`src/rtl/booth_mul_seq_pkg.sv`:
```
// Shared widths, step count and FSM encoding for the sequential radix-4 Booth multiplier.
package booth_mul_seq_pkg;

  localparam int OP_W   = 8;
  localparam int PROD_W = 16;
  localparam int STEPS  = 4;
  localparam int STEP_W = 2;

  typedef enum logic [1:0] {
    IDLE = 2'd0,
    BUSY = 2'd1,
    DONE = 2'd2
  } state_e;

  // Multiplier bit triplet {b[2k+1], b[2k], b[2k-1]} for step k, with b[-1] = 0.
  function automatic logic [2:0] boothTriplet(input logic [OP_W-1:0] b,
                                              input logic [STEP_W-1:0] step);
    logic [OP_W:0] bExt;
    bExt = {b, 1'b0};
    return bExt[{step, 1'b0} +: 3];
  endfunction

endpackage

```
`src/rtl/booth_mul_seq_enc.sv`:
```
// Radix-4 Booth partial-product encoder: selects 0, +-a or +-2a as a 9-bit
// one's-complement value plus a separate +1 correction bit for negatives.
module booth_radix4_enc
  import booth_mul_seq_pkg::*;
(
  input  logic [2:0]      triplet_i,
  input  logic [OP_W-1:0] data_i,
  output logic [OP_W:0]   pp_o,
  output logic            neg_o
);

  logic [OP_W:0] magnitude;

  always_comb begin
    magnitude = '0;
    case (triplet_i)
      3'b000, 3'b111: magnitude = '0;
      3'b011, 3'b100: magnitude = {data_i, 1'b0};
      default:        magnitude = {data_i[OP_W-1], data_i};
    endcase
    // Negative selections are inverted here; the +1 is folded in by the accumulator.
    neg_o = triplet_i[2] & ~(triplet_i[1] & triplet_i[0]);
    pp_o  = magnitude ^ {(OP_W + 1){neg_o}};
  end

endmodule

```
`src/rtl/booth_mul_seq.sv`:
```
// Sequential 8x8 signed multiplier: one shared radix-4 Booth encoder,
// four accumulate steps, valid/ready handshakes on both sides.
module booth_mul_seq
  import booth_mul_seq_pkg::*;
(
  input  logic              clk,
  input  logic              rst,
  input  logic              valid_i,
  output logic              ready_o,
  input  logic [OP_W-1:0]   a_i,
  input  logic [OP_W-1:0]   b_i,
  output logic              valid_o,
  input  logic              ready_i,
  output logic [PROD_W-1:0] res_o,
  output logic              busy_o
);

  state_e              state_q;
  logic [OP_W-1:0]     a_q;
  logic [OP_W-1:0]     b_q;
  logic [PROD_W-1:0]   acc_q;
  logic [PROD_W-1:0]   acc_d;
  logic [STEP_W-1:0]   step_q;
  logic                ready_q;
  logic                valid_q;
  logic                busy_q;

  logic [2:0]          encTriplet;
  logic [OP_W:0]       encPp;
  logic                encNeg;
  logic [PROD_W-1:0]   partial;

  assign encTriplet = boothTriplet(b_q, step_q);

  booth_radix4_enc u_enc (
    .triplet_i (encTriplet),
    .data_i    (a_q),
    .pp_o      (encPp),
    .neg_o     (encNeg)
  );

  // Sign-extend the encoder output, add the negation correction, weight by 4^k.
  always_comb begin
    partial = {{(PROD_W - OP_W - 1){encPp[OP_W]}}, encPp}
            + {{(PROD_W - 1){1'b0}}, encNeg};
    acc_d   = acc_q + (partial << {step_q, 1'b0});
  end

  always_ff @(posedge clk) begin
    if (rst) begin
      state_q <= IDLE;
      a_q     <= '0;
      b_q     <= '0;
      acc_q   <= '0;
      step_q  <= '0;
      ready_q <= 1'b1;
      valid_q <= 1'b0;
      busy_q  <= 1'b0;
    end else begin
      case (state_q)
        IDLE: begin
          if (valid_i && ready_q) begin
            a_q     <= a_i;
            b_q     <= b_i;
            acc_q   <= '0;
            step_q  <= '0;
            state_q <= BUSY;
            ready_q <= 1'b0;
            busy_q  <= 1'b1;
          end
        end
        BUSY: begin
          acc_q  <= acc_d;
          step_q <= step_q + 1'b1;
          if (step_q == STEP_W'(STEPS - 1)) begin
            state_q <= DONE;
            busy_q  <= 1'b0;
            valid_q <= 1'b1;
          end
        end
        DONE: begin
          if (ready_i) begin
            state_q <= IDLE;
            valid_q <= 1'b0;
            ready_q <= 1'b1;
          end
        end
        default: begin
          state_q <= IDLE;
          ready_q <= 1'b1;
          valid_q <= 1'b0;
          busy_q  <= 1'b0;
        end
      endcase
    end
  end

  assign ready_o = ready_q;
  assign valid_o = valid_q;
  assign busy_o  = busy_q;
  assign res_o   = acc_q;

endmodule

```
`config.mk`:
```
export PLATFORM = sky130hd
export DESIGN_NAME = booth_mul_seq
export DESIGN_NICKNAME = d
export VERILOG_FILES = /design/src/rtl/booth_mul_seq_pkg.sv /design/src/rtl/booth_mul_seq_enc.sv /design/src/rtl/booth_mul_seq.sv
export SDC_FILE = /design/constraint.sdc
export NUM_CORES = 1
export LEC_CHECK = 0
export ABC_AREA = 1
export BUFFER_PORTS_ARGS = -buffer_cell sky130_fd_sc_hd__buf_2
export CAP_MARGIN = 20
export CELL_PAD_IN_SITES_DETAIL_PLACEMENT = 1
export CELL_PAD_IN_SITES_GLOBAL_PLACEMENT = 1
export CORE_MARGIN = 3
export CORE_UTILIZATION = 36
export DETAILED_ROUTE_END_ITERATION = 7
export GPL_ROUTABILITY_DRIVEN = 0
export GPL_TIMING_DRIVEN = 0
export PLACE_DENSITY_LB_ADDON = 0.1
export SLEW_MARGIN = 20
export SYNTH_ARGS = -nofsm -noshare
export SYNTH_HDL_FRONTEND = slang
export SYNTH_SLANG_ARGS = --single-unit
export TNS_END_PERCENT = 10
```
`constraint.sdc`:
```
create_clock -name clk -period 4.63 [get_ports clk]
set_clock_uncertainty 0.15 [all_clocks]
set_input_delay 0.2315 -clock clk [delete_from_list [all_inputs] [get_ports clk]]
set_output_delay 0.2315 -clock clk [all_outputs]
set_load 0.01 [all_outputs]
```
=== Yosys cells after proc, flatten, opt, wreduce, memory -nomap -nowiden ===
Cells that the tools add are included.

* $add $sub $neg: 3
* Equality and inequality tests: 9
* Shifts and indexed selects: 2
* Mux-type cells: 18
* Bitwise operators: 7
* Reductions and logical operators: 12

{| class="wikitable"
|+ Operators by type and width
! operator !! count
|-
| $pmux W16 S2 || 1
|-
| $pmux W9 S2 || 1
|-
| $add A16 B16 Y16 || 1
|-
| $mux W16 || 1
|-
| $shl A16 B3 Y16 || 1
|-
| $reduce_and A3 Y1 || 4
|-
| $add A9 B2 Y10 || 1
|-
| $pmux W1 S3 || 3
|-
| $shiftx A9 B4 Y3 || 1
|-
| $xor A9 B9 Y9 || 1
|-
| $mux W2 || 4
|-
| $eq A3 B3 Y1 const B || 2
|-
| $mux W1 || 6
|-
| $ne A2 B2 Y1 const B || 3
|-
| $pmux W2 S3 || 1
|-
| $eq A2 B2 Y1 const B || 2
|-
| $not A1 Y1 || 4
|-
| $pmux W2 S2 || 1
|-
| $reduce_and A2 Y1 || 2
|-
| $reduce_or A2 Y1 || 2
|-
| $eq A3 B2 Y1 const B || 1
|-
| $logic_not A3 Y1 || 1
|-
| $add A2 B1 Y2 const B || 1
|-
| $and A1 B1 Y1 || 2
|-
| other kinds (4) || 4
|}

* Register bits after elaboration: 39
* Input bits: 20
* Output and inout bits: 19
* Logic and storage cells: 59

=== Depth between registers and ports, before layout ===
Gate-level depths: netlist of run 1.

* Depth after elaboration: 9
* Mapped depth: 37
* Mapped depth without buffers: 35

=== Hierarchy ===
Synthesis of run 1 repeated with hierarchy kept, for this count alone.

* Cells, all modules: 512
* Area total of the unflattened synthesis: 3165.5 um^2

{| class="wikitable"
|+ By module, submodules not included
! module !! times used !! cells each !! area an instance (um^2) !! sequential area each (um^2)
|-
| booth_mul_seq || 1 || 438 || 2755.1 || 780.7
|-
| booth_radix4_enc || 1 || 74 || 410.4 || 0.0
|}

=== Least setup slack after synthesis of run 1 ===
No wires, ideal clock.

* Path kind: register to register
* Start point: register step_q[0]
* End point: register acc_q[11] (netlist: res_o[11])
* Library setup time: 0.070 ns
* Data arrival time: 4.435 ns
* Setup slack: -0.025 ns
* Cell stages (with the launch flop): 35
* Buffers on the path: 2
* Clock period less this slack: 4.655 ns
* Cell sequence: dfxtp_1 > inv_2 > buf_1 > nand2_1 > a32oi_1 > inv_1 > ha_1 > clkbuf_1 > inv_1 > nand2_1 > nand2_1 > nand2_1 > xor2_1 > inv_1 > ha_1 > or2_2 > nand2_1 > nand2_1 > o21ai_0 > nor2_1 > ha_1 > nand3_1 > nand3_1 > nand2_1 > a31oi_1 > inv_1 > nor2_1 > nor2_1 > o21ai_0 > nand2_1 > nand2_1 > nor2_1 > nor2_1 > nand2_1 > a21oi_1

* Word-level cells in the longest chain between the ends: 9
* Elaborated cells on any way between the ends: 16
* Classes of those cells: add/sub (2); eq/ne (3); shift (2); mux (2); bitwise (4); reduce/logical (3)

{| class="wikitable"
|+ RTL lines
! element !! RTL line !! text
|-
| from (decl) || booth_mul_seq.sv:23 || <nowiki>logic [STEP_W-1:0] step_q;</nowiki>
|-
| from (signal assigned) || booth_mul_seq.sv:74 || <nowiki>step_q <= step_q + 1'b1;</nowiki>
|-
| $shiftx A9 B4 Y3 || booth_mul_seq_pkg.sv:20 || <nowiki>return bExt[{step, 1'b0} +: 3];</nowiki>
|-
| $eq A3 B2 Y1, or another cell as far along || booth_mul_seq_enc.sv:16 || <nowiki>case (triplet_i)</nowiki>
|-
| $reduce_or A2 Y1 / $not A1 Y1 (equally long branches) || booth_mul_seq_enc.sv:16, booth_mul_seq_enc.sv:22 ||
|-
| $pmux W9 S2 / $and A1 B1 Y1 (equally long branches) || booth_mul_seq_enc.sv:16, booth_mul_seq_enc.sv:22 ||
|-
| $xor A9 B9 Y9 || booth_mul_seq_enc.sv:23 || <nowiki>pp_o = magnitude ^ {(OP_W + 1){neg_o}};</nowiki>
|-
| $add A9 B2 Y10 || booth_mul_seq.sv:45 || <nowiki>+ {{(PROD_W - 1){1'b0}}, encNeg};</nowiki>
|-
| $shl A16 B3 Y16 (*) || booth_mul_seq.sv:46 || <nowiki>acc_d = acc_q + (partial << {step_q, 1'b0});</nowiki>
|-
| $add A16 B16 Y16 (*) || booth_mul_seq.sv:46 ||
|-
| $pmux W16 S2 (*) || booth_mul_seq.sv:60 || <nowiki>case (state_q)</nowiki>
|-
| to (signal assigned) || booth_mul_seq.sv:54 || <nowiki>acc_q <= '0;</nowiki>
|-
| to (signal assigned) || booth_mul_seq.sv:65 || <nowiki>acc_q <= '0;</nowiki>
|-
| to (signal assigned) || booth_mul_seq.sv:73 || <nowiki>acc_q <= acc_d;</nowiki>
|-
| to (decl) || booth_mul_seq.sv:21 || <nowiki>logic [PROD_W-1:0] acc_q;</nowiki>
|}

Every way passes the cells marked *; elsewhere a longest branch is shown, timed or not.
A chain may end at the register's enable or synchronous reset.

=== Final worst setup path of run 1 ===
* Start point: register step_q[0]
* End point: register acc_q[13] (netlist: res_o[13])

The elaborated chain is that of the path after synthesis.

==> Implementation_results.wiki, run 1 <==
{| class="wikitable"
! Metric !! Value
|-
| Overall routed net length || 9.307 mm
|-
| Ant diodes || 0
|-
| Synth Cell Area || 2858 um^2
|-
| Horizontal die dimension || between 90 and 100 um
|-
| Number of placed instances with taps included || 596
|-
| Synthesized instance count || 459
|-
| Proportion of synthesized area in mux cells || 0%
|-
| Source-to-sink clock delay at the later pin of the worst-skew pair || approximately 0.3 ns
|-
| Start point of the worst min-delay path || b_i[6]
|-
| Final hold vios || 0
|-
| Iter 0 DRT Violations || 87
|-
| Clock tree from TritonCTS || yes
|-
| Count of distinct cell types in the synthesized netlist || 32
|-
| Die Footprint || 9043 um^2
|-
| Final-stage net count || between 500 and 600
|-
| CP Data Required Time || ~4.7 ns
|-
| Starting utilization of the core area || 38.17%
|-
| Outcome || completed
|-
| Final Hold Slack || between 0.006 and 0.007 ns
|-
| Register bit total from synthesis || 39
|-
| Count of input and output buffers || 38
|-
| Final period demand of the worst path || ~4.4 ns
|-
| Yosys warning count || 0
|-
| Final-report setup violation count || 0
|-
| Number of clock sinks || 39
|-
| Post-synth ARST share || 0%
|-
| Worst-Margin Slew || 0.7074 ns
|-
| Period utilisation layout || a little over nine tenths
|-
| Hold worst-path end || b_q[6]$_SDFFE_PP0P_
|-
| Post-DP HPWL || 6.788 mm
|-
| Category of the worst setup path capture point || flop
|-
| Final max-slew violation count || 0
|-
| Element type at the critical path start || flop
|-
| Maximum Capacitance Violations || 0
|-
| Instance count along the most critical hold path || 3
|-
| Sequential fraction of the synthesis area || a little over a quarter
|-
| Power per cell area || 347.4 nW/um^2
|-
| Worst setup slack for register-to-register paths || about 0.23 ns
|-
| Xor-xnor portion of the synthesized cell area || 1.532%
|-
| Finished Layout Cells || about 630
|-
| # IOs || 39
|-
| Number of global-route vias before repair || 3015
|-
| Worst Setup SP || step_q[0]$_SDFFE_PP0P_
|-
| Maximum resistive drop on vdd || 0.1459 mV
|-
| Mean routed wirelength per cell || 14.70 um
|-
| Critical path's most frequent cell || nand2_1
|-
| Maximum clock path buffer count || 2
|-
| Number of iterations in the first detailed-routing pass || 4
|-
| Post-Route Setup TNS || 0 ns
|-
| Worst endpoint data arrival time || 4.41 ns
|-
| Max-slew headroom at the worst pin || 52.67%
|-
| Area share of and/or/nand/nor cells after synthesis || 34.98%
|-
| Maximum net fanout on the critical path || 8
|-
| Net count of the mapped netlist || roughly 500
|-
| Number of CTS-inserted buffers || 5
|-
| Total number of vias || 3249
|-
| Crit Reg-Reg Startpoint || step_q[0]$_SDFFE_PP0P_
|-
| Rows || 31
|-
| Synthesized-area fraction occupied by ao, oa, aoi and oai cells || 18.21%
|-
| RSZ-0062 raised after global routing || yes
|-
| Antenna viol nets, final || 0
|-
| Count of flip-flops with a built-in enable after synthesis || 0
|-
| Maximum number of pins on one net before global-route repair || 13
|-
| Detailed-route DRC error count || 0
|-
| Highest attainable clock frequency || 0.2275 GHz
|-
| Synth Flop Type || dfxtp_1
|-
| Count of cells along the worst register-to-register path || 29
|-
| Syn-to-layout area delta || 34.11%
|-
| H-Tree Level Count || 2
|-
| Clock Pin Slew Worst Setup and Hold Paths || 0.09 ns
|-
| Via-per-instance ratio || 5.133
|-
| Post-Synth Adder-Cell Area || 9.895%
|-
| Leakage power total || 1.785 nW
|-
| Die boundary height || 95.10 um
|-
| Core region area || around 7500 um^2
|-
| Standard cell with the maximum stage delay on the critical path || dfxtp_4
|-
| Dominant combinational cell family by area after synthesis || simple AND/OR/NAND/NOR gates
|-
| Average cell area after synthesis || slightly above 6 um^2
|-
| Initial antenna violation count || 0
|-
| Type of the worst min-delay path || input pin to flop
|-
| Global route total overflow || 0
|-
| Proportion of layout cells with a drive suffix above 1 || roughly 30%
|-
| Clock root buffer master || clkbuf_8
|-
| Maximum single-stage delay on the critical path || between 0.4 and 0.5 ns
|-
| Worst Setup Path Type || flop to flop
|-
| Crit Reg-Reg Endpoint || res_o[13]$_SDFFE_PP0P_
|-
| First-pass GRT wire length || 14.39 mm
|-
| Overall routing resource usage || 20.07%
|}
flip-flops by register name, summed over array words and instances, names as in the netlist:
name,cells
a_q,8
b_q,8
busy_o,1
ready_o,1
res_o,16
state_q,2
step_q,2
valid_o,1
report_power, final:
group          switching, mW  leakage (nW)  internal (mW)
clock                  0.140        0.0412          0.106
sequential            0.0321         0.321          0.369
combinational          0.412          1.42          0.273
total                  0.584          1.79          0.748
how the worst max path moves through the flow:
stage | to | slack (ns) | cells after the start
2_1_floorplan | res_o[11]$_SDFFE_PP0P_ | 0.08 | 33
3_3_place_gp | res_o[11]$_SDFFE_PP0P_ | -0.77 | 34
3_5_place_dp | res_o[11]$_SDFFE_PP0P_ | -0.93 | 34
4_1_cts | res_o[14]$_SDFFE_PP0P_ | 0.01 | 33
5_1_grt | res_o[14]$_SDFFE_PP0P_ | -0.10 | 35
6_report | res_o[13]$_SDFFE_PP0P_ | 0.23 | 29
Yosys cell counts (2+ instances only):
master	instances	area [um^2]
nand3_2	2	20.02
or2_2	7	43.79
buf_1	3	11.26
nor3_2	2	20.02
o21ai_1	6	30.03
a211oi_1	2	15.01
nor3_1	4	20.02
a31oi_1	2	12.51
clkbuf_1	10	37.54
dfxtp_1	39	780.8
inv_1	41	153.9
o21ai_0	42	210.2
nor2_1	43	161.4
xor2_1	5	43.79
inv_2	3	11.26
ha_1	21	262.8
nand3_1	37	185.2
nand2_1	128	480.5
nand2_2	4	25.02
a21oi_1	44	220.2
nor2_2	3	18.77
layout by cell type, fill, tap and decap left out, types with 7 or more instances in the layout:
cell	netlist	routed
nand3_1	37	31
buf_2	1	38
nor2_1	43	39
inv_1	41	38
o21ai_0	42	29
a21oi_1	44	38
nand2_2	4	18
o21ai_2	0	11
ha_1	21	16
clkbuf_1	10	9
nand3_2	2	7
dfxtp_1	39	37
buf_4	1	30
nand2_1	128	112
o21ai_1	6	7
through the flow:
stage | setup WS, ns | utilization [%] | power, mW | instance area, um^2
6_report | 0.2346 | 51.20 | 1.332 | 3832
3_3_place_gp | -0.7664 | 42.40 | 0.8942 | 3174
3_5_place_dp | -0.9263 | 42.40 | 0.9139 | 3174
2_1_floorplan | 0.08028 | - | 0.7729 | 2860
4_1_cts | 0.01426 | 45.63 | 1.201 | 3416
5_1_grt | -0.1028 | 51.20 | 1.431 | 3832
timing repair:
item                       in CTS  in global routing
buffers inserted                6                 23
gates resized for setup        31                 69
hold endpoints to repair        1                  0
pin swaps                      10                 44
setup endpoints to repair      11                 10
hold buffers                    1                  0
cell families after synthesis:
kind of cell | Yosys count
simple gates | 233
compound gates | 100
buf+inv | 60
flops | 39
fa+ha+maj | 22
xor+xnor | 5
worst max-delay path: cells and delay by family (launching register included):
family | cells | cell delay (ns)
buffers and inverters | 5 | 0.54
and+or+nand+nor | 13 | 1.36
DFF | 1 | 0.44
xor gates and xnor gates | 1 | 0.16
AOI/OAI and AO/OA | 7 | 0.85
adders and majority gates | 3 | 0.72
final cells by class:
class | instances | area, um^2
sequential | 39 | 785.8
inverter | 45 | 183.9
fill | 982 | 3654
tap | 99 | 123.9
clock inverter | 2 | 12.51
timing repair buffer | 68 | 417.9
buffer | 14 | 86.33
clock buffer | 6 | 72.57
multi-input combinational | 360 | 2150
per-layer routing:
layer / GRT usage [%] / part of all wire (%) / vias up / routed length [um]
li1: - / - / 1653 / -
met2: 33.59 / 50 / 39 / 4622
met5: 0 / 0 / - / 0
met1: 26.75 / 47 / 1548 / 4410
met4: 5.529 / 1.2 / 0 / 112
met3: 2.999 / 1.7 / 9 / 161
Power figures use the tool's default switching activity.
==> inputs of run 2 (changes only) <==
--- a/config.mk
+++ b/config.mk
@@ -11,7 +11,7 @@
 export CELL_PAD_IN_SITES_DETAIL_PLACEMENT = 1
 export CELL_PAD_IN_SITES_GLOBAL_PLACEMENT = 1
 export CORE_MARGIN = 3
-export CORE_UTILIZATION = 36
+export CORE_UTILIZATION = 37
 export DETAILED_ROUTE_END_ITERATION = 7
 export GPL_ROUTABILITY_DRIVEN = 0
 export GPL_TIMING_DRIVEN = 0
@@ -19,5 +19,6 @@
 export SLEW_MARGIN = 20
 export SYNTH_ARGS = -nofsm -noshare
 export SYNTH_HDL_FRONTEND = slang
+export SYNTH_HIERARCHICAL = 1
 export SYNTH_SLANG_ARGS = --single-unit
 export TNS_END_PERCENT = 10
==> run 2 against run 1 <==
Compared with the run above:
- sequential share of layout area down 0.72 points
- wire length up 11%
- non-clock buffer count down 12
- fmax up 0.73%
- die area up 7.3%
- critical endpoint is now res_o[15]$_SDFFE_PP0P_
- worst hold slack worse by 0.00097 ns
- global-route usage up 0.83 points
==> Implementation_results.wiki, run 2 <==
{| class="wikitable"
! Metric !! Value
|-
| Most numerous cell types in the synthesized netlist || nand2_1 (138), nand3_1 (60), inv_1 (55)
|-
| Most area-hungry cell type in the Yosys netlist || dfxtp_1
|-
| Via-per-instance ratio || 5.204 (+1.4%)
|-
| Overall routed net length || 10.31 mm (+11%)
|-
| Met1 WL || 5.153 mm (+17%)
|-
| Power Total || 1.703 mW (+28%)
|-
| Max-slew headroom at the worst pin || 54.93% (+2.3 points)
|-
| Worst Setup Path Type || flop to flop
|-
| Source-to-sink clock delay at the later pin of the worst-skew pair || 0.30 ns (about the same)
|-
| Synth Flop Type || dfxtp_1
|-
| # IOs || 39 (unchanged)
|-
| Number of global-route vias before repair || 3430 (+14%)
|-
| Final standard cell utilization of the core || 48.11% (-3.1 points)
|-
| Worst endpoint data arrival time || 4.44 ns (+0.03 ns)
|-
| Most instantiated library cell after synthesis || nand2_1
|-
| Count of distinct cell types in the synthesized netlist || 39 (+22%)
|-
| Largest cells by area after synthesis || dfxtp_1 (25%), nand2_1 (16%), nand3_1 (9.5%)
|-
| Iter 0 DRT Violations || 115 (+32%)
|-
| Element type at the critical path start || flop
|-
| Synthesized instance count || 512 (+12%)
|-
| Detailed-route DRC error count || 0 (unchanged)
|-
| Amount of wire on met2 after detailed routing || 4.715 mm (+2.0%)
|-
| CP Data Required Time || 4.71 ns (+0.06 ns)
|-
| FILL cells || 1129 (+15%)
|-
| Final hold vios || 0 (unchanged)
|-
| Post-synth ARST share || 0% (unchanged)
|-
| Final-report setup violation count || 0 (unchanged)
|-
| Outcome || completed
|-
| Initial antenna violation count || 0 (unchanged)
|-
| Area of all placed cells without fillers || 3973 um^2 (+3.7%)
|-
| Power per cell area || 428.7 nW/um^2 (+23%)
|-
| Maximum Capacitance Violations || 0 (unchanged)
|-
| Most used cells in the layout excluding fill and tap cells || nand2_1 (130), nand3_1 (58), inv_1 (53)
|-
| Count of cells along the worst register-to-register path || 30 (+3.4%)
|-
| Type of the worst min-delay path || input pin to flop
|-
| Combinational cell fraction of total power || 58.1% (+6.7 points)
|-
| Final period demand of the worst path || 4.363 ns (-0.03199 ns)
|-
| Yosys warning count || 6 (+6)
|-
| Leading cell type in the layout, fill and taps excluded || nand2_1
|-
| Highest attainable clock frequency || 0.2292 GHz (+0.73%)
|-
| Synth Cell Area || 3166 um^2 (+11%)
|-
| Worst-Margin Slew || 0.6760 ns (-0.03132 ns)
|-
| Count of input and output buffers || 38 (unchanged)
|-
| Maximum number of pins on one net before global-route repair || 14 (+1)
|-
| Met3 routed wirelength || 314 um (+95%)
|-
| Switch share || 46.71% (+2.9 points)
|-
| Proportion of power drawn by flip-flops and latches || 24.3% (-5.8 points)
|-
| Proportion of layout cells with a drive suffix above 1 || 23.96% (-6.0 points)
|-
| Clock tree from TritonCTS || yes
|-
| Post-DP HPWL || 7.730 mm (+14%)
|-
| Ant diodes || 0 (unchanged)
|-
| Mean routed wirelength per cell || 15.13 um (+2.9%)
|-
| Leakage power total || 1.971 nW (+10%)
|-
| Global route total overflow || 0 (unchanged)
|-
| Average cell area after synthesis || 6.183 um^2 (-0.70%)
|-
| Standard cell with the maximum stage delay on the critical path || dfxtp_4
|-
| Number of iterations in the first detailed-routing pass || 4 (unchanged)
|-
| Antenna viol nets, final || 0 (unchanged)
|-
| Power spent charging and discharging nets || 0.7956 mW (+36%)
|-
| Cell Int Power || 0.9075 mW (+21%)
|-
| Number of clock sinks || 39 (unchanged)
|-
| Clock Pin Slew Worst Setup and Hold Paths || 0.08 ns (about the same)
|-
| Horizontal die dimension || 98.50 um (+3.6%)
|-
| Share of Yosys cell area claimed by the top area cell type || 24.66% (-2.7 points)
|-
| Syn-to-layout area delta || 25.49%
|-
| Sequential fraction of the synthesis area || 24.66% (-2.7 points)
|-
| Final max-slew violation count || 0 (unchanged)
|-
| Instance count along the most critical hold path || 3 (unchanged)
|-
| Category of the worst setup path capture point || flop
|-
| Maximum net fanout on the critical path || 10 (+2)
|-
| Register bit total from synthesis || 39 (unchanged)
|-
| Maximum single-stage delay on the critical path || 0.37 ns (-0.07 ns)
|-
| Rows || 33 (+6.5%)
|-
| Highest signal layer in the routed design || met4
|-
| Period utilisation layout || 94.24% (-0.69 points)
|-
| Final-stage net count || 614 (+6.8%)
|-
| Die boundary height || 98.50 um (+3.6%)
|-
| H-Tree Level Count || 2 (unchanged)
|-
| Maximum clock path buffer count || 2 (unchanged)
|-
| Maximum resistive drop on vdd || 0.1649 mV (+13%)
|-
| Largest register FFs || 16 (unchanged)
|-
| Post-Place Cell Area || 3487 um^2 (+9.9%)
|-
| First-pass GRT wire length || 16.68 mm (+16%)
|-
| Critical path's most frequent cell || nand2_1
|-
| Fraction of power consumed by the clock network || 17.5% (-0.9 points)
|-
| Die Footprint || 9701 um^2 (+7.3%)
|-
| Register Area || 785.8 um^2 (unchanged)
|-
| Core region area || 8258 um^2 (+10%)
|-
| Count of flip-flops with a built-in enable after synthesis || 0 (unchanged)
|-
| Starting utilization of the core area || 38.33% (+0.16 points)
|-
| Overall routing resource usage || 20.90% (+0.83 points)
|-
| Clock root buffer master || clkbuf_8
|-
| Total number of vias || 3544 (+9.1%)
|-
| Area used by multi-input combinational logic || 2280 um^2 (+6.1%)
|-
| Net count of the mapped netlist || 551 (+10%)
|-
| Post-Route Setup TNS || 0 ns (unchanged)
|-
| Number of CTS-inserted buffers || 5 (unchanged)
|}
[run 2: changes by cell type in the layout (fill, tap and decap cells not counted), moves of 7 or more]
| cell | previous run | this run |
|---|---|---|
| nor2_1 | 39 | 49 |
| nand3_1 | 31 | 58 |
| nand2_1 | 112 | 130 |
| nand2_2 | 18 | 9 |
| a21oi_1 | 38 | 31 |
| inv_1 | 38 | 53 |
| buf_4 | 30 | 20 |
[run 2: final timing paths]
path | start | endpoint | slack (ns)
max | step_q[0]$_SDFFE_PP0P_ | res_o[15]$_SDFFE_PP0P_ | 0.27
min | b_i[0] | b_q[0]$_SDFFE_PP0P_ | 0.006
max reg2reg | step_q[0]$_SDFFE_PP0P_ | res_o[15]$_SDFFE_PP0P_ | 0.27
min reg2reg | valid_o$_SDFFE_PP0P_ | valid_o$_SDFFE_PP0P_ | 0.31
[run 2: power by group through the flow]
stage,Clock (mW),Combinational [mW],Sequential (mW)
floorplan,0,0.596,0.420
global placement,0,0.791,0.421
detailed placement,0,0.819,0.422
CTS,0.306,0.856,0.415
global route,0.319,1.10,0.420
finish,0.299,0.990,0.415
[run 2: per-stage QoR]
stage	worst slack, ns	hold slack [ns]	cells
floorplan	0.5057	0.1600	512
global placement	-0.3224	0.2840	655
detailed placement	-0.4645	0.3016	655
CTS	0.02321	0.003786	670
global route	-0.03812	0.01606	681
finish	0.2666	0.006017	681
[run 2: timing repair]
item | CTS | global route
gates resized for setup | 21 | 51
hold buffers | 1 | 0
pin swaps | 5 | 19
buffers inserted | 6 | 11
endpoints found under the hold margin | 1 | 0
setup endpoints to repair | 11 | 11
[run 2: cells by family (layout without fill, tap and decap cells)]
logic type	after synthesis	after routing	share of synthesized area, %
buffers and inverters	73	137	9.723
AND/OR/NAND/NOR	285	285	41.19
adder cells (fa/ha/maj)	19	19	7.747
flip-flops	39	39	24.66
AO/OA/AOI/OAI	93	93	15.61
XOR/XNOR	3	3	1.067
[run 2: area by class of cell]
cell class / instances / share of cell area, %
inverter: 59 / 5.638
sequential: 39 / 19.78
clock buffer: 5 / 1.732
timing repair buffer: 56 / 8.252
multi-input combinational: 400 / 57.39
tap: 105 / 3.307
clock inverter: 3 / 1.102
buffer: 14 / 2.803
[run 2: per-layer routing]
layer  vias to the layer above  global-route usage [%]
met5                         -                       0
met4                         0                   4.937
met3                        11                   2.548
met2                        52                   32.71
met1                      1675                   30.67
li1                       1806                       -
[run 2: critical path: cells and delay by family, from the launching register on]
family          cells  cell delay [ns]
compound gates      7             1.21
buf+inv             5             0.56
fa+ha+maj           3             0.61
flops               1             0.37
simple gates       14             1.16
xor+xnor            1             0.21
==> inputs of run 3 (changes only) <==
==> constraint.sdc (replaced) <==
create_clock -name clk -period 3.61 [get_ports clk]
set_clock_uncertainty 0.15 [all_clocks]
set_input_delay 0.1805 -clock clk [delete_from_list [all_inputs] [get_ports clk]]
set_output_delay 0.1805 -clock clk [all_outputs]
set_load 0.01 [all_outputs]
==> run 3 against run 2 <==
Compared with the run above:
- the flow now finishes with violations (negative setup slack)
- clock power grew 7.4%
- non-clock buffer count increased by 31
- first-iteration DRC count decreased by 29%
- total power is 43% higher
- fmax increased by 8.1%
- sequential share of layout area shrank 2.6 points
- cell area up 16%
- largest power group unchanged
- largest cell class unchanged
==> Implementation_results.wiki, run 3 (synthesis gave the netlist of run 2 again) <==
{| class="wikitable"
! Metric !! Value
|-
| Post-Route Setup TNS || -4.274 ns (-4.274 ns)
|-
| Most used cells in the layout excluding fill and tap cells || nand2_1 (104), nand3_1 (51), nor2_1 (45)
|-
| Core region area || 8258 um^2 (unchanged)
|-
| Horizontal die dimension || 98.50 um (unchanged)
|-
| Source-to-sink clock delay at the later pin of the worst-skew pair || 0.30 ns (about the same)
|-
| Final Hold Slack || 0.03397 ns (+0.02795 ns)
|-
| Max-slew headroom at the worst pin || 56.83% (+1.9 points)
|-
| Clock root buffer master || clkbuf_8
|-
| Maximum single-stage delay on the critical path || 0.40 ns (+0.03 ns)
|-
| Largest register FFs || 16 (unchanged)
|-
| Highest attainable clock frequency || 0.2477 GHz (+8.1%)
|-
| Mean routed wirelength per cell || 16.92 um (+12%)
|-
| Clock tree from TritonCTS || yes
|-
| Global route total overflow || 0 (unchanged)
|-
| Clock Pin Slew Worst Setup and Hold Paths || 0.09 ns (about the same)
|-
| Critical path's most frequent cell || nand2_2
|-
| Final period demand of the worst path || 4.037 ns (-0.3266 ns)
|-
| Maximum number of pins on one net before global-route repair || 14 (unchanged)
|-
| Final max-slew violation count || 0 (unchanged)
|-
| Worst setup slack before clock tree synthesis || -0.9963 ns (-0.5318 ns)
|-
| Failing checks || negative setup slack
|-
| Number of CTS-inserted buffers || 5 (unchanged)
|-
| Category of the worst setup path capture point || flop
|-
| Power Total || 2.442 mW (+43%)
|-
| Initial antenna violation count || 0 (unchanged)
|-
| Starting utilization of the core area || 38.33% (unchanged)
|-
| Number of global-route vias before repair || 4022 (+17%)
|-
| Ant diodes || 0 (unchanged)
|-
| Number of clock sinks || 39 (unchanged)
|-
| Detailed-route DRC error count || 0 (unchanged)
|-
| Die Footprint || 9701 um^2 (unchanged)
|-
| Outcome || finished, violations left
|-
| Number of iterations in the first detailed-routing pass || 4 (unchanged)
|-
| Worst-Margin Slew || 0.6475 ns (-0.02852 ns)
|-
| Worst Setup Path Type || flop to flop
|-
| Maximum clock path buffer count || 2 (unchanged)
|-
| Overall routed net length || 12.05 mm (+17%)
|-
| Total number of vias || 3799 (+7.2%)
|-
| CP Data Required Time || 3.70 ns (-1.01 ns)
|-
| Power per cell area || 531.6 nW/um^2 (+24%)
|-
| Iter 0 DRT Violations || 82 (-29%)
|-
| Via-per-instance ratio || 5.336 (+2.5%)
|-
| Setup WS post-layout || -0.4267 ns (-0.6934 ns)
|-
| Overall routing resource usage || 23.27% (+2.4 points)
|-
| Leakage power total || 2.139 nW (+8.5%)
|-
| Antenna viol nets, final || 0 (unchanged)
|-
| Maximum Capacitance Violations || 0 (unchanged)
|-
| Count of input and output buffers || 38 (unchanged)
|-
| # IOs || 39 (unchanged)
|-
| Proportion of layout cells with a drive suffix above 1 || 36.24% (+12 points)
|-
| Die boundary height || 98.50 um (unchanged)
|-
| Maximum resistive drop on vdd || 0.2323 mV (+41%)
|-
| Final-report setup violation count || 13 (+13)
|-
| First-pass GRT wire length || 18.55 mm (+11%)
|-
| Type of the worst min-delay path || input pin to flop
|-
| Final hold vios || 0 (unchanged)
|-
| Post-DP HPWL || 7.721 mm (-0.11%)
|-
| Maximum net fanout on the critical path || 8 (-2)
|-
| Leading cell type in the layout, fill and taps excluded || nand2_1
|-
| Standard cell with the maximum stage delay on the critical path || dfxtp_4
|-
| Rows || 33 (unchanged)
|-
| Period utilisation layout || 111.8% (+18 points)
|-
| H-Tree Level Count || 2 (unchanged)
|-
| RSZ-0062 raised after global routing || yes
|-
| Final-stage net count || 645 (+5.0%)
|-
| Worst endpoint data arrival time || 4.12 ns (-0.32 ns)
|-
| Element type at the critical path start || flop
|-
| Syn-to-layout area delta || 45.14%
|}
## run 3: cell count changes in the layout (fill, tap and decap cells not counted), sizes merged
| cell | change |
|---|---|
| buf | +16 |
| dlygate4sd3 | +16 |
| clkinv | -1 |
| clkinvlp | +2 |
| bufinv | -1 |
| clkbuf | -1 |
## run 3: final cells by class
type,count,area [um^2]
Fill cell,1086,3664
Multi-Input combinational cell,400,2614
Sequential cell,39,788.3
Timing Repair Buffer,88,623.1
Inverter,59,239.0
Tap cell,105,131.4
Buffer,13,110.1
Clock buffer,5,68.82
Clock inverter,3,20.02
## run 3: worst max-delay path: cells and delay by family (launching register included)
| family | cells | cell delay, ns |
|---|---|---|
| and+or+nand+nor | 15 | 1.16 |
| buffers and inverters | 2 | 0.19 |
| DFF | 1 | 0.40 |
| xor gates and xnor gates | 1 | 0.20 |
| AOI/OAI and AO/OA | 7 | 1.27 |
| adders and majority gates | 3 | 0.56 |
## run 3: repair_timing
action / 4_1_cts / 5_1_grt
endpoints found under the hold margin: 17 / 0
setup buffers: 23 / 10
pin swaps: 35 / 58
gates resized for setup: 52 / 100
endpoints found under the setup margin: 14 / 14
hold buffers: 17 / 0
## run 3: metal layers
| metal | vias up | wire (um) | track usage [%] |
|---|---|---|---|
| met2 | 72 | 6626 | 45.45 |
| met1 | 1831 | 4852 | 25.36 |
| met3 | 28 | 240 | 2.831 |
| li1 | 1868 | - | - |
| met4 | 0 | 327 | 8.508 |
| met5 | - | 0 | 0 |
## run 3: path summary, 6_finish.rpt
kind,slack [ns],from,cells after the start,endpoint
setup reg to reg,-0.43,step_q[0]$_SDFFE_PP0P_,28,res_o[15]$_SDFFE_PP0P_
hold reg to reg,0.30,valid_o$_SDFFE_PP0P_,2,valid_o$_SDFFE_PP0P_
setup / recovery,-0.43,step_q[0]$_SDFFE_PP0P_,28,res_o[15]$_SDFFE_PP0P_
hold / removal,0.03,b_i[5],3,b_q[5]$_SDFFE_PP0P_
## run 3: where the power goes
group	switching [mW]	internal [mW]
registers	0.0578	0.481
clock network	0.186	0.135
logic	0.946	0.637
## run 3: per-stage QoR
step	instances	util, %	instance area [um^2]
final	712	55.64	4594
after global routing	712	55.64	4594
after CTS	703	50.53	4173
after detailed placement	655	42.94	3546
after global placement	655	42.94	3546
after floorplan	512	-	3224
